$ cat src/rtl/arp_pkg.sv
// Shared ARP constants, slot/state types and the reply word formatter.
// Reused by the receive parser and the transmit scheduler.
package arp_pkg;

  localparam logic [15:0] ARP_HTYPE_ETH  = 16'h0001;
  localparam logic [15:0] ARP_PTYPE_IPV4 = 16'h0800;
  localparam logic [7:0]  ARP_HLEN       = 8'd6;
  localparam logic [7:0]  ARP_PLEN       = 8'd4;
  localparam logic [15:0] ARP_OP_REQ     = 16'd1;
  localparam logic [15:0] ARP_OP_REP     = 16'd2;
  localparam int          ARP_WORDS      = 7;

  typedef enum logic {IDLE, SEND} arp_state_e;

  typedef struct packed {
    logic        vld;
    logic [47:0] mac;
    logic [31:0] ip;
  } arp_slot_t;

  // Word idx of the 7-word reply; rmac/rip are the requester's addresses.
  function automatic logic [31:0] arp_reply_word(input logic [2:0]  idx,
                                                 input logic [47:0] lmac,
                                                 input logic [31:0] lip,
                                                 input logic [47:0] rmac,
                                                 input logic [31:0] rip);
    case (idx)
      3'd0:    return {ARP_HTYPE_ETH, ARP_PTYPE_IPV4};
      3'd1:    return {ARP_HLEN, ARP_PLEN, ARP_OP_REP};
      3'd2:    return lmac[47:16];
      3'd3:    return {lmac[15:0], lip[31:16]};
      3'd4:    return {lip[15:0], rmac[47:32]};
      3'd5:    return rmac[31:0];
      3'd6:    return rip;
      default: return '0;
    endcase
  endfunction

endpackage

$ cat src/rtl/arp_reply_ctrl_if.sv
// Parsed-ARP receive strobe/fields plus the 32-bit valid/ready reply stream.
// master drives requests and ready; slave is the reply scheduler.
interface arp_reply_ctrl_if;
  logic        rx_valid;
  logic [15:0] hdr_type;
  logic [15:0] proto_type;
  logic [7:0]  hdr_addr_length;
  logic [7:0]  pro_addr_length;
  logic [15:0] operation;
  logic [47:0] send_hdr_addr;
  logic [31:0] send_ip_addr;
  logic [47:0] target_hdr_addr;
  logic [31:0] target_ip_addr;
  logic [31:0] tx_data;
  logic        tx_valid;
  logic        tx_ready;
  logic        tx_last;

  modport master (
    output rx_valid, hdr_type, proto_type, hdr_addr_length, pro_addr_length,
           operation, send_hdr_addr, send_ip_addr, target_hdr_addr,
           target_ip_addr, tx_ready,
    input  tx_data, tx_valid, tx_last
  );

  modport slave (
    input  rx_valid, hdr_type, proto_type, hdr_addr_length, pro_addr_length,
           operation, send_hdr_addr, send_ip_addr, target_hdr_addr,
           target_ip_addr, tx_ready,
    output tx_data, tx_valid, tx_last
  );
endinterface

$ cat src/rtl/arp_req_match.sv
// Combinational filter: high when the parsed fields form an Ethernet/IPv4
// ARP request whose target IP is this node.
module arp_req_match
  import arp_pkg::*;
(
  input  logic [15:0] hdr_type,
  input  logic [15:0] proto_type,
  input  logic [7:0]  hdr_addr_length,
  input  logic [7:0]  pro_addr_length,
  input  logic [15:0] operation,
  input  logic [31:0] target_ip_addr,
  input  logic [31:0] local_ip,
  output logic        match
);
  assign match = (hdr_type        == ARP_HTYPE_ETH)  &&
                 (proto_type      == ARP_PTYPE_IPV4) &&
                 (hdr_addr_length == ARP_HLEN)       &&
                 (pro_addr_length == ARP_PLEN)       &&
                 (operation       == ARP_OP_REQ)     &&
                 (target_ip_addr  == local_ip);
endmodule

$ cat src/rtl/arp_reply_ctrl.sv
// ARP reply scheduler: filters parsed requests, queues up to two (cur/pend)
// and streams 7-word replies. Optional counters under ARP_REPLY_STATS_EN.
module arp_reply_ctrl
  import arp_pkg::*;
#(
  parameter int STATS_W = 16
) (
  input  logic                clk,
  input  logic                rst,
  input  logic [47:0]         local_mac,
  input  logic [31:0]         local_ip,
  arp_reply_ctrl_if.slave     bus,
  output logic                busy
`ifdef ARP_REPLY_STATS_EN
  ,
  output logic [STATS_W-1:0]  rx_cnt,
  output logic [STATS_W-1:0]  reply_cnt,
  output logic [STATS_W-1:0]  drop_cnt
`endif
);

  localparam logic [2:0] LAST_IDX = 3'(ARP_WORDS - 1);

  arp_state_e state_q, state_d;
  logic [2:0] idx_q, idx_d;
  arp_slot_t  cur_q, cur_d, pend_q, pend_d, new_slot;
  logic       hit, accept, hs, hs_last, drop;
  logic       unused_tha;

  // The target MAC of a request is meaningless (usually zero), so it is not checked.
  assign unused_tha = ^bus.target_hdr_addr;

  arp_req_match u_match (
    .hdr_type        (bus.hdr_type),
    .proto_type      (bus.proto_type),
    .hdr_addr_length (bus.hdr_addr_length),
    .pro_addr_length (bus.pro_addr_length),
    .operation       (bus.operation),
    .target_ip_addr  (bus.target_ip_addr),
    .local_ip        (local_ip),
    .match           (hit)
  );

  assign accept   = bus.rx_valid & hit;
  assign hs       = (state_q == SEND) & bus.tx_ready;
  assign hs_last  = hs & (idx_q == LAST_IDX);
  assign new_slot = '{vld: 1'b1, mac: bus.send_hdr_addr, ip: bus.send_ip_addr};

  always_comb begin
    state_d = state_q;
    idx_d   = idx_q;
    cur_d   = cur_q;
    pend_d  = pend_q;
    drop    = 1'b0;
    case (state_q)
      IDLE: begin
        if (accept) begin
          cur_d   = new_slot;
          idx_d   = '0;
          state_d = SEND;
        end
      end
      SEND: begin
        if (hs && !hs_last) idx_d = idx_q + 3'd1;
        if (hs_last) begin
          idx_d = '0;
          // A request landing on the final handshake is never dropped:
          // pend frees up (or cur does, when pend is empty) on this edge.
          if (pend_q.vld) begin
            cur_d  = pend_q;
            pend_d = accept ? new_slot : '0;
          end else if (accept) begin
            cur_d = new_slot;
          end else begin
            cur_d   = '0;
            state_d = IDLE;
          end
        end else if (accept) begin
          if (!pend_q.vld) pend_d = new_slot;
          else             drop   = 1'b1;
        end
      end
      default: state_d = IDLE;
    endcase
  end

  // Outputs are registered from the next-state view so W0 shows up the
  // cycle after the accepting strobe.
  always_ff @(posedge clk) begin
    if (rst) begin
      state_q      <= IDLE;
      idx_q        <= '0;
      cur_q        <= '0;
      pend_q       <= '0;
      bus.tx_valid <= 1'b0;
      bus.tx_last  <= 1'b0;
      bus.tx_data  <= '0;
      busy         <= 1'b0;
    end else begin
      state_q      <= state_d;
      idx_q        <= idx_d;
      cur_q        <= cur_d;
      pend_q       <= pend_d;
      bus.tx_valid <= (state_d == SEND);
      bus.tx_last  <= (state_d == SEND) && (idx_d == LAST_IDX);
      bus.tx_data  <= (state_d == SEND) ?
                      arp_reply_word(idx_d, local_mac, local_ip, cur_d.mac, cur_d.ip) : '0;
      busy         <= cur_d.vld | pend_d.vld;
    end
  end

`ifdef ARP_REPLY_STATS_EN
  always_ff @(posedge clk) begin
    if (rst) begin
      rx_cnt    <= '0;
      reply_cnt <= '0;
      drop_cnt  <= '0;
    end else begin
      if (bus.rx_valid && rx_cnt != '1)  rx_cnt    <= rx_cnt + STATS_W'(1);
      if (hs_last && reply_cnt != '1)    reply_cnt <= reply_cnt + STATS_W'(1);
      if (drop && drop_cnt != '1)        drop_cnt  <= drop_cnt + STATS_W'(1);
    end
  end
`else
  localparam int unused_stats_w = STATS_W;
  logic unused_drop;
  assign unused_drop = drop;
`endif

endmodule
$ cat src/flat_wrapper.sv
// flat-port wrapper written by rule: the top's interface ports become plain ports
module arp_reply_ctrl_flat import arp_pkg::*;
#(
  parameter int STATS_W = 16
)
  (clk, rst, local_mac, local_ip, busy, bus_rx_valid, bus_hdr_type, bus_proto_type, bus_hdr_addr_length, bus_pro_addr_length, bus_operation, bus_send_hdr_addr, bus_send_ip_addr, bus_target_hdr_addr, bus_target_ip_addr, bus_tx_ready, bus_tx_data, bus_tx_valid, bus_tx_last);
  arp_reply_ctrl_if bus_i ();
  input  logic clk;
  input  logic rst;
  input  logic [47:0] local_mac;
  input  logic [31:0] local_ip;
  output logic busy;
  input wire logic [$bits(bus_i.rx_valid)-1:0] bus_rx_valid;
  input wire logic [$bits(bus_i.hdr_type)-1:0] bus_hdr_type;
  input wire logic [$bits(bus_i.proto_type)-1:0] bus_proto_type;
  input wire logic [$bits(bus_i.hdr_addr_length)-1:0] bus_hdr_addr_length;
  input wire logic [$bits(bus_i.pro_addr_length)-1:0] bus_pro_addr_length;
  input wire logic [$bits(bus_i.operation)-1:0] bus_operation;
  input wire logic [$bits(bus_i.send_hdr_addr)-1:0] bus_send_hdr_addr;
  input wire logic [$bits(bus_i.send_ip_addr)-1:0] bus_send_ip_addr;
  input wire logic [$bits(bus_i.target_hdr_addr)-1:0] bus_target_hdr_addr;
  input wire logic [$bits(bus_i.target_ip_addr)-1:0] bus_target_ip_addr;
  input wire logic [$bits(bus_i.tx_ready)-1:0] bus_tx_ready;
  output wire logic [$bits(bus_i.tx_data)-1:0] bus_tx_data;
  output wire logic [$bits(bus_i.tx_valid)-1:0] bus_tx_valid;
  output wire logic [$bits(bus_i.tx_last)-1:0] bus_tx_last;
  assign bus_i.rx_valid = bus_rx_valid;
  assign bus_i.hdr_type = bus_hdr_type;
  assign bus_i.proto_type = bus_proto_type;
  assign bus_i.hdr_addr_length = bus_hdr_addr_length;
  assign bus_i.pro_addr_length = bus_pro_addr_length;
  assign bus_i.operation = bus_operation;
  assign bus_i.send_hdr_addr = bus_send_hdr_addr;
  assign bus_i.send_ip_addr = bus_send_ip_addr;
  assign bus_i.target_hdr_addr = bus_target_hdr_addr;
  assign bus_i.target_ip_addr = bus_target_ip_addr;
  assign bus_i.tx_ready = bus_tx_ready;
  assign bus_tx_data = bus_i.tx_data;
  assign bus_tx_valid = bus_i.tx_valid;
  assign bus_tx_last = bus_i.tx_last;
  arp_reply_ctrl #(.STATS_W(STATS_W)) u_core (.clk(clk), .rst(rst), .local_mac(local_mac), .local_ip(local_ip), .bus(bus_i), .busy(busy));
endmodule
$ cat config.mk
export PLATFORM = sky130hd
export DESIGN_NAME = arp_reply_ctrl_flat
export DESIGN_NICKNAME = d
export VERILOG_FILES = /design/src/rtl/arp_pkg.sv /design/src/rtl/arp_reply_ctrl_if.sv /design/src/rtl/arp_req_match.sv /design/src/rtl/arp_reply_ctrl.sv /design/src/flat_wrapper.sv
export SDC_FILE = /design/constraint.sdc
export NUM_CORES = 1
export LEC_CHECK = 0
export BUFFER_PORTS_ARGS = -buffer_cell sky130_fd_sc_hd__buf_2
export CAP_MARGIN = 20
export CELL_PAD_IN_SITES_DETAIL_PLACEMENT = 1
export CELL_PAD_IN_SITES_GLOBAL_PLACEMENT = 2
export CORE_MARGIN = 5
export CORE_UTILIZATION = 31
export DETAILED_ROUTE_END_ITERATION = 7
export HOLD_SLACK_MARGIN = 0.1
export PLACE_DENSITY_LB_ADDON = 0.1
export SETUP_SLACK_MARGIN = 0.2
export SLEW_MARGIN = 40
export SYNTH_ARGS = -nofsm -noshare
export SYNTH_HDL_FRONTEND = slang
export SYNTH_SLANG_ARGS = --single-unit
$ cat constraint.sdc
create_clock -name clk -period 9.1 [get_ports clk]
set_input_delay 1.82 -clock clk [delete_from_list [all_inputs] [get_ports clk]]
set_output_delay 1.82 -clock clk [all_outputs]
set_load 0.05 [all_outputs]
==> parameters.txt <==
Parameter                              Value

Run status
  Status    completed

Clock network
  Clock network latency to the later pin of the worst-skew pair    0.47 ns
  CTS root buffer    clkbuf_16
  Setup repair bufs after CTS    0
  Clock tree from TritonCTS    yes
  Worst-path clk slew    0.08 ns
  Max H-tree Level    4
  Number of hold buffers added after CTS    0
  Post-CTS resize count    0
  CTS max path bufs    2
  TritonCTS Sinks    200
  Number of CTS-inserted buffers    17

Detailed routing
  Post-detailed-route via-to-cell ratio    5.76
  Detailed-route via count    11140
  Number of violations reported at the end of detailed-routing iteration 0    631
  Total length of routed wires    47.8 mm
  First-pass iteration count of the detailed router    7
  Final ANT Viol Nets    0
  Drc violations    0
  Wire length per cell after detailed routing    24.7 µm

Power and ir drop
  VDD IR-drop max    0.140 mV
  Leakage power total    0.00483 µW
  Final Power    1820 µW
  Power per Cell Area    142 nW/µm²

Die
  Horizontal die dimension    193 µm
  Effective utilization at floorplan    31.6%
  Die Ht    193 µm
  Die Outline Area    37100 µm²
  CORE AREA    32700 µm²
  Boundary pin count    343
  Number of standard-cell rows in the floorplan    66

Logic synthesis
  Share of flip-flops with an asynchronous set or reset    0%
  Number of standard cells after synthesis    1257
  Area contributors post-synth    dfxtp_1, a22oi_1, a21oi_1
  Post-synth top area cell    dfxtp_1
  Number of flops mapped to enable cells by yosys    0
  Syn Area/Cell    8.23 µm²
  Net count after synthesis    1567
  Warnings from Yosys    0
  Share of Yosys cell area claimed by the top area cell type    38.7%
  Total of flip-flops plus latches after synthesis    200
  Main flop type after synthesis    dfxtp_1
  Number of distinct library cell variants in the gate-level netlist after synthesis    64
  Cell area after synthesis    10300 µm²
  Seq/Total Area, Yosys    38.7%

Setup path
  Worst setup path category    in -> reg
  Data required time at the worst endpoint    9.41 ns
  Worst R2R End    u_core.bus.tx_data[8]
  Highest net fanout along the worst path    42
  FF-to-FF setup slack    5.57 ns
  Crit path launch type    input pin
  Worst endpoint data arrival time    6.27 ns
  Worst Reg2Reg Path Length in Cells    11
  Kind of end point of the critical path    flop
  Critical register-to-register path startpoint    u_core.idx_q[0]

STA
  Sum of negative setup slack    0 ns
  Number of setup violations in the final report    0
  Total count of hold-check failures in the final report    0
  Final setup slack of the worst path    3.14 ns
  Min Tclk post-route    5.96 ns
  Total count of max-transition violations in the final report    0
  Fmax    168 MHz
  Final clock period utilization by the worst path    65.5%
  Remaining max-slew budget at the tightest pin    37.7%
  Setup repair after global routing missed its margin    false
  Worst Hold Slack    0.489 ns
  Transition at the pin with the smallest max-transition slack    0.935 ns
  Post-route clock skew    0.0184 ns

Place
  Cell area after placement    12100 µm²
  IO Port Bufs    294
  Dpl ws    2.62 ns
  Final HPWL DP    33.8 mm
  Routability congestion estimate from global placement    0.838

Finish
  Layout overhead on the synthesized area    23.5%
  Final Cell Area    12800 µm²
  Post-layout net count    1788
  Share of layout cells above drive strength 1    27.5%

GRT
  Total Routing Usage GR    25.5%
  First-pass GRT wire length    71.6 mm
  Via count of the first global-routing pass    11553
  Residual overflow from global routing    0
  Number of antenna violations at the first check in global routing    3
  Largest net degree at the start of global routing    82

Worst hold path
  Terminating pin of the worst hold path    u_core.cur_q[40]
  Worst hold-check path type    reg -> reg
  Hold Path Stages    2
  Min-delay src    u_core.cur_q[40]

Run
  Reported max-cap violation count    0
[how the worst max path moves through the flow]
stage,from,end,cells past startpoint
5_1_grt,bus_hdr_type[6],u_core.bus.tx_data[16],10
3_3_place_gp,bus_hdr_type[6],u_core.bus.tx_data[16],10
6_report,bus_hdr_type[6],u_core.bus.tx_data[16],10
2_1_floorplan,bus_hdr_type[6],u_core.bus.tx_data[10],10
4_1_cts,bus_hdr_type[6],u_core.bus.tx_data[16],10
3_5_place_dp,bus_hdr_type[6],u_core.bus.tx_data[16],10
[worst max-delay path: stages]
cell and delay, ns:
buf_2 0.10, nor4_1 0.46, o221ai_1 0.22, or4_4 0.57
or3_2 0.72, nor2_8 0.69, o32ai_2 0.36, buf_4 0.29
a221oi_1 0.83, a41oi_1 0.20
[cell families (layout without fill, tap and decap cells)]
family / after synthesis / in the layout / synth area share (%)
AO/OA/AOI/OAI: 508 / 508 / 35.6
AND/OR/NAND/NOR: 380 / 380 / 17.5
flip-flops: 200 / 200 / 38.7
buffers and inverters: 140 / 373 / 5.64
XOR/XNOR: 26 / 26 / 2.20
adder cells (fa/ha/maj): 2 / 2 / 0.242
multiplexers: 1 / 1 / 0.0968
other: 0 / 2 / 0
[metrics by stage]
step / cells / utilization [%]
2_1_floorplan: 1257 / -
3_3_place_gp: 1899 / 37.0
3_5_place_dp: 1901 / 37.1
4_1_cts: 1932 / 39.0
5_1_grt: 1934 / 39.1
6_report: 1934 / 39.1
[cell usage after synthesis (11+ instances only)]
cell type and number:
a22oi_1 99, o22ai_1 46, o221a_2 13, nor3_1 21
buf_2 16, dfxtp_1 200, a31oi_1 16, and3_1 27
nor2_1 122, nand3_1 19, nand2_1 116, a41oi_1 19
a211oi_1 33, a22o_1 16, a31o_2 26, o22a_1 12
inv_1 24, xor2_1 16, clkbuf_1 91, o31ai_1 16
nor4_1 24, a211o_1 32, nand4_1 11, a21oi_1 95
o21ai_0 27
[flip-flops by register name, summed over array words and instances (netlist names)]
register and flops:
u_core.cur_q 81, u_core.pend_q 81, u_core.bus.tx_valid 1, u_core.busy 1
u_core.bus.tx_last 1, u_core.idx_q 3, u_core.bus.tx_data 32
[power breakdown]
group / switching (µW) / internal, µW / total (µW)
combinational: 64.2 / 52.2 / 116
clock: 381 / 444 / 824
sequential: 0.000000000000129 / 874 / 874
total: 445 / 1370 / 1810
[final cells by class]
| class | count | area [µm²] |
|---|---|---|
| antenna | 2 | 5.00 |
| clock buffer | 19 | 443 |
| clock inverter | 12 | 173 |
| fill | 4014 | 19900 |
| inverter | 24 | 90.1 |
| multi-input combinational | 917 | 5840 |
| sequential | 200 | 4010 |
| tap | 442 | 553 |
| timing repair buffer | 318 | 1670 |
[layer usage]
layer / GRT usage (%) / wire, µm / up-vias
met5: 0 / 13 / -
met4: 6.80 / 981 / 2
met3: 4.21 / 1890 / 41
met2: 41.3 / 22600 / 244
met1: 35.2 / 22300 / 5620
li1: - / - / 5233
[cells in the final DEF, fill, tap and decap left out, drive strengths merged, types with 19 or more instances in the layout]
cell    synthesis  layout
buf            25     318
dfxtp         200     200
nor2          124     124
nand2         116     116
a22oi          99      99
a21oi          95      95
o22ai          46      46
a211oi         34      34
a211o          32      32
o21ai          29      29
and3           27      27
a31o           26      26
inv            24      25
nor4           24      24
nor3           23      23
nand3          19      19
a41oi          19      19
clkbuf         91      19
(Power assumes the default switching activity.)
